$ cat config.mk
export PLATFORM = sky130hd
export DESIGN_NAME = uart_byte_rx
export DESIGN_NICKNAME = d
export VERILOG_FILES = /design/src/rtl/uart_byte_rx.sv
export SDC_FILE = /design/constraint.sdc
export NUM_CORES = 1
export LEC_CHECK = 0
export CAP_MARGIN = 20
export CORE_ASPECT_RATIO = 1.2
export CORE_MARGIN = 10
export CORE_UTILIZATION = 55
export DETAILED_ROUTE_END_ITERATION = 6
export GPL_ROUTABILITY_DRIVEN = 0
export PLACE_DENSITY = 0.76
export SYNTH_ARGS = -nofsm -noshare
export SYNTH_HDL_FRONTEND = slang
export SYNTH_SLANG_ARGS = --single-unit
$ cat constraint.sdc
create_clock -name clk_in -period 4.4 [get_ports clk_in]
set_input_delay 0.88 -clock clk_in [delete_from_list [all_inputs] [get_ports clk_in]]
set_output_delay 0.88 -clock clk_in [all_outputs]
set_load 0.01 [all_outputs]
$ cat src/rtl/uart_byte_rx.sv
// UART 8N1 byte receiver: 2-FF synchroniser, mid-bit 3-sample majority vote,
// one-cycle rx_done / frame_err pulses.
module uart_byte_rx #(
  parameter int unsigned CLK_FREQ  = 50000000,
  parameter int unsigned BAUD_RATE = 115200
) (
  input  logic       clk_in,
  input  logic       rst_in,
  input  logic       rs232_rx,
  output logic [7:0] rx_data,
  output logic       rx_done,
  output logic       rx_state,
  output logic       frame_err
);

  localparam int unsigned BAUD_DIV = CLK_FREQ / BAUD_RATE;
  localparam int unsigned HALF     = BAUD_DIV / 2;
  localparam int unsigned CNT_W    = $clog2(BAUD_DIV);

  localparam logic [1:0] IDLE  = 2'd0;
  localparam logic [1:0] START = 2'd1;
  localparam logic [1:0] DATA  = 2'd2;
  localparam logic [1:0] STOP  = 2'd3;

  if (BAUD_DIV < 8) begin : g_bad_div
    $error("uart_byte_rx: BAUD_DIV must be at least 8");
  end

  logic             sync_q;
  logic             rx_s;
  logic             rx_s_d;
  logic [1:0]       state_q, state_d;
  logic [CNT_W-1:0] baud_cnt_q, baud_cnt_d;
  logic [2:0]       bit_cnt_q, bit_cnt_d;
  logic [7:0]       shift_q, shift_d;
  logic [1:0]       smp_q, smp_d;
  logic [7:0]       rx_data_d;
  logic             rx_done_d;
  logic             rx_state_d;
  logic             frame_err_d;

  logic fall;
  logic at_wrap;
  logic at_eval;
  logic sample;

  assign fall    = rx_s_d & ~rx_s;
  assign at_wrap = (baud_cnt_q == CNT_W'(BAUD_DIV - 1));
  assign at_eval = (baud_cnt_q == CNT_W'(HALF + 1));
  // Third vote is the live synchronised line on the evaluation cycle.
  assign sample  = (smp_q[0] & smp_q[1]) | (smp_q[0] & rx_s) | (smp_q[1] & rx_s);

  // Next-state and registered-output logic.
  always_comb begin
    state_d     = state_q;
    baud_cnt_d  = at_wrap ? '0 : CNT_W'(baud_cnt_q + 1'b1);
    bit_cnt_d   = bit_cnt_q;
    shift_d     = shift_q;
    smp_d       = smp_q;
    rx_data_d   = rx_data;
    rx_done_d   = 1'b0;
    rx_state_d  = rx_state;
    frame_err_d = 1'b0;

    if (baud_cnt_q == CNT_W'(HALF - 1)) smp_d[0] = rx_s;
    if (baud_cnt_q == CNT_W'(HALF))     smp_d[1] = rx_s;

    case (state_q)
      IDLE: begin
        baud_cnt_d = '0;
        if (fall) begin
          state_d    = START;
          rx_state_d = 1'b1;
        end
      end
      START: begin
        if (at_eval && sample) begin
          state_d    = IDLE;
          baud_cnt_d = '0;
          rx_state_d = 1'b0;
        end else if (at_wrap) begin
          state_d   = DATA;
          bit_cnt_d = 3'd0;
        end
      end
      DATA: begin
        if (at_eval) shift_d = {sample, shift_q[7:1]};
        if (at_wrap) begin
          if (bit_cnt_q == 3'd7) state_d = STOP;
          else                   bit_cnt_d = bit_cnt_q + 3'd1;
        end
      end
      STOP: begin
        // Leave at mid stop bit so a back-to-back start edge is not missed.
        if (at_eval) begin
          state_d    = IDLE;
          baud_cnt_d = '0;
          rx_state_d = 1'b0;
          if (sample) begin
            rx_data_d = shift_q;
            rx_done_d = 1'b1;
          end else begin
            frame_err_d = 1'b1;
          end
        end
      end
      default: begin
        state_d    = IDLE;
        baud_cnt_d = '0;
        rx_state_d = 1'b0;
      end
    endcase
  end

  always_ff @(posedge clk_in) begin
    if (rst_in) begin
      sync_q     <= 1'b1;
      rx_s       <= 1'b1;
      rx_s_d     <= 1'b1;
      state_q    <= IDLE;
      baud_cnt_q <= '0;
      bit_cnt_q  <= 3'd0;
      shift_q    <= 8'h00;
      smp_q      <= 2'b11;
      rx_data    <= 8'h00;
      rx_done    <= 1'b0;
      rx_state   <= 1'b0;
      frame_err  <= 1'b0;
    end else begin
      sync_q     <= rs232_rx;
      rx_s       <= sync_q;
      rx_s_d     <= rx_s;
      state_q    <= state_d;
      baud_cnt_q <= baud_cnt_d;
      bit_cnt_q  <= bit_cnt_d;
      shift_q    <= shift_d;
      smp_q      <= smp_d;
      rx_data    <= rx_data_d;
      rx_done    <= rx_done_d;
      rx_state   <= rx_state_d;
      frame_err  <= frame_err_d;
    end
  end

endmodule

=== Yosys cells after proc, flatten, opt, wreduce, memory -nomap -nowiden ===
Index checks and enable logic that the tools add are counted.

* Add/sub/neg operators: 2
* $mul: 0
* Divide/modulo/power cells: 0
* $lt $le $gt $ge: 0
* Eq/ne operators: 17
* Shift operators: 0
* Multiplexer cells: 22
* Bitwise operators: 9
* Reductions and logical operators: 10

{| class="wikitable"
|+ Operators by type and width
! cell !! count
|-
| $eq 9x8->1 const B || 3
|-
| $mux 9 || 3
|-
| $pmux 9 s3 || 1
|-
| $ne 2x2->1 const B || 8
|-
| $mux 2 || 6
|-
| $mux 3 || 4
|-
| $reduce_and 5->1 || 2
|-
| $add 9x1->9 const B || 1
|-
| $eq 9x9->1 const B || 1
|-
| $pmux 2 s4 || 1
|-
| $pmux 3 s2 || 1
|-
| $mux 1 || 5
|-
| $and 1x1->1 || 4
|-
| $eq 2x2->1 const B || 2
|-
| $reduce_and 4->1 || 1
|-
| $add 3x1->3 const B || 1
|-
| $eq 3x3->1 const B || 1
|-
| $ne 3x3->1 const B || 1
|-
| $not 1->1 || 3
|-
| $pmux 1 s3 || 1
|-
| $reduce_and 3->1 || 1
|-
| $reduce_bool 3->1 || 1
|-
| $reduce_or 3->1 || 1
|-
| $eq 2x1->1 const B || 1
|-
| other kinds (5) || 6
|}

* Register bits: 38
* Bits in latches: 0
* Bits in writable memories: 0
* Bits in read-only memories: 0
* Bits of input ports: 3
* Output and inout port bits: 11
* Word-level logic and storage cells: 73
* Memories: 0

=== Depth between registers and ports, before layout ===
* Word-level depth: 6
* Mapped depth: 9
* Depth with buffers taken out: 7

=== Worst setup path before layout ===
No wires, ideal clock.

* Kind: register to register
* Start: register baud_cnt_q[0]
* End: register (tool-made name)
* Setup time: 0.060 ns
* Arrival: 1.709 ns
* Data required time: 4.340 ns
* Setup slack: 2.631 ns
* Stages on the path, launching flop included: 8
* Buffers on the path: 0
* Period minus slack after synthesis: 1.769 ns
* Cell sequence: dfxtp_1 > inv_1 > ha_1 > and4bb_2 > a31o_1 > o211a_1 > a311oi_1 > a41o_1

{| class="wikitable"
|+ RTL lines
! what !! line !! text
|-
| from (decl) || 33 || <nowiki>logic [CNT_W-1:0] baud_cnt_q, baud_cnt_d;</nowiki>
|-
| from (signal assigned) || 134 || <nowiki>baud_cnt_q <= baud_cnt_d;</nowiki>
|}

==> impl_results.md <==
- Status: complete, no violations
- Reg-to-reg setup timing slack: 2.25 ns
- Min Tclk post-route: 2.26 ns
- Total Routing Usage GR: 12.0%
- Clock Sinks: 38
- Vias in the first global route: 1269
- Cell Pwr Density: 390 mW/mm^2
- End of the worst register-to-register path: rx_data[0]$_SDFFE_PP0P_
- Fmax: 443 MHz
- Top Ports: 14
- Area after DPL: 0.00179 mm^2
- Register area: 761 um^2
- EDFF count, synth: 0
- Chip width: 70.2 um
- Vias: 1254
- Crit path max fanout: 32
- Drt initial violations: 81
- Fillers: 240
- Reg2reg path depth: 7
- Mapped cell area: 0.00166 mm^2
- Initial antenna violation count: 0
- ANT nets after route: 0
- DIE AREA: 0.00563 mm^2
- Peak supply drop: 296 uV
- First-pass GRT wire length: 5580 um
- Post-CTS setup buffer count: 0
- Top_reg_cell synth: dfxtp_1
- Clock Root Buffer: clkbuf_4
- Layout area overhead: 14.3%
- Hold Path Depth: 1
- Placed Cells: 218
- Drt via density: 5.55
- Synth Warn #: 0
- Syn avg cell area: 9.23 um^2
- Drt drc: 0
- Tcrit/Tclk final: 51.3%
- HP Start: sync_q$_SDFF_PP1_
- CP Class: in -> reg
- GRT overflow: 0
- Clock Tree Buf Depth: 2
- Most frequent cells in the layout: 38 x dfxtp_1, 23 x nor2_1, 19 x nand2_1
- Diodes inserted: 0
- Crit path setup slack, layout: 2.14 ns
- Slew headroom: 30.9%
- Layout cells sized above 1: 8.33%
- RSZ-0062 raised after global routing: false
- Yosys cell types: 36
- Core ar.: 0.00284 mm^2
- Post-CTS resize count: 0
- Initial core utilization: 58.6%
- Ys async rst share: 0%
- Post-synthesis cell count: 180
- Yosys top cell by area: dfxtp_1
- Pre-CTS setup slack: 1.77 ns
- Routed WL: 3130 um
- Max-slew violations: 0
- Number of buffers created by CTS: 5
- Worst-Margin Slew: 1.03 ns
- Finished layout cell area: 0.00190 mm^2
- Hold Vio Cnt, Final: 0
- Hold Path Class: reg -> reg
- Worst skew pair latency: 0.36 ns
- Commonest non-fill, non-tap cell in the layout: dfxtp_1
- Worst Path Required: 4.70 ns
- Sequential share of the synthesized area: 45.8%
- Non-Filler Instances: 226
- Die height: 80.2 um
- CTS tree: done
- Synth top area share: 45.8%
- Hold endpoint: rx_s$_SDFF_PP1_
- Maxcap violations: 0
- Synth area leaders: dfxtp_1 46%, ha_1 7.5%, mux2i_1 6.0%
- Setup crit end kind: flip-flop
- Crit path DAT: 2.56 ns
- IO buf count: 13
- Drt first pass iters: 4
- Hpwl dp: 2270 um
- Routed len/inst: 13.8 um
- Multi-input combinational cell area: 828 um^2
- Final Power: 741 uW
- Leak pwr: 0.000757 uW
- CTS H-Tree Depth: 2
- Largest net degree at the start of global routing: 33
- Worst Skew: 0.00841 ns
- Rows: 21
- Post-synthesis register bit count: 38
- Setup_tns: 0 ns
- Clk pin slew, worst setup/hold paths: 0.12 ns
- Final setup vio count: 0
- Startpoint Class: input port
- Cts hold-fix bufs: 0
- Post-synth net total: 193
- Worst reg2reg startpoint: baud_cnt_q[0]$_SDFF_PP0_
- Nets: 204
-- flip-flops by register name (all words and copies together) (netlist names), 2 cells and up, named ones only --
| signal | flops |
|---|---|
| smp_q | 2 |
| bit_cnt_q | 3 |
| rx_data | 8 |
| shift_q | 8 |
| baud_cnt_q | 9 |
-- cell usage after synthesis (4+ instances only) --
| cell | count |
|---|---|
| a21oi_1 | 12 |
| clkbuf_1 | 6 |
| or2_2 | 4 |
| dfxtp_1 | 38 |
| nor2_1 | 23 |
| xor2_1 | 4 |
| nand3_1 | 11 |
| ha_1 | 10 |
| mux2i_1 | 10 |
| nand2_1 | 19 |
| inv_1 | 7 |
-- routing by layer --
layer,vias up,wire length (um),global-route usage (%)
li1,640,-,-
met1,590,1320,12.2
met3,6,121,4.06
met4,0,70,7.31
met2,18,1610,21.1
met5,-,0,0
-- critical path, cell delays in order --
cell,delay (ns)
clkdlybuf4s50_1,0.94
a211o_1,0.58
nor2_1,0.15
-- kinds of logic (layout without fill, tap and decap cells) --
family	count (synthesis)	count (layout)	share of synthesized area, %
buffers and inverters	16	28	4.37
and+or+nand+nor	73	73	21.5
AOI/OAI and AO/OA	25	25	10.5
xor gates and xnor gates	7	7	3.69
muxes	10	10	6.02
adders and majority gates	11	11	8.21
DFF	38	38	45.8
-- through the flow --
step / hold WS (ns) / util [%]
after floorplan: 0.389 / -
after global placement: 0.392 / 63.0
after detailed placement: 0.409 / 63.0
after CTS: 0.429 / 66.9
after global routing: 0.475 / 66.9
final: 0.422 / 66.9
-- cell type report --
class,instances,area share [%]
multi-input combinational,126,43.6
sequential,38,40.1
timing repair buffer,13,6.85
clock inverter,2,3.16
clock buffer,6,2.70
tap,34,2.24
inverter,7,1.38
-- power breakdown --
group	leakage (uW)	internal [uW]	total, uW	switching [uW]
clock network	0.0000585	192	313	121
logic	0.000391	27.2	66.8	39.6
registers	0.000307	352	361	8.86
total	0.000757	572	741	169
-- how the worst max path moves through the flow --
stage,to,cells after the start,slack (ns),from
detailed placement,baud_cnt_q[2]$_SDFF_PP0_,3,1.77,rst_in
CTS,baud_cnt_q[2]$_SDFF_PP0_,3,2.15,rst_in
finish,baud_cnt_q[5]$_SDFF_PP0_,3,2.14,rst_in
global route,baud_cnt_q[7]$_SDFF_PP0_,3,2.00,rst_in
floorplan,flip-flop,7,2.63,baud_cnt_q[0]$_SDFF_PP0_
global placement,baud_cnt_q[7]$_SDFF_PP0_,3,1.82,rst_in
(Power assumes the default switching activity.)
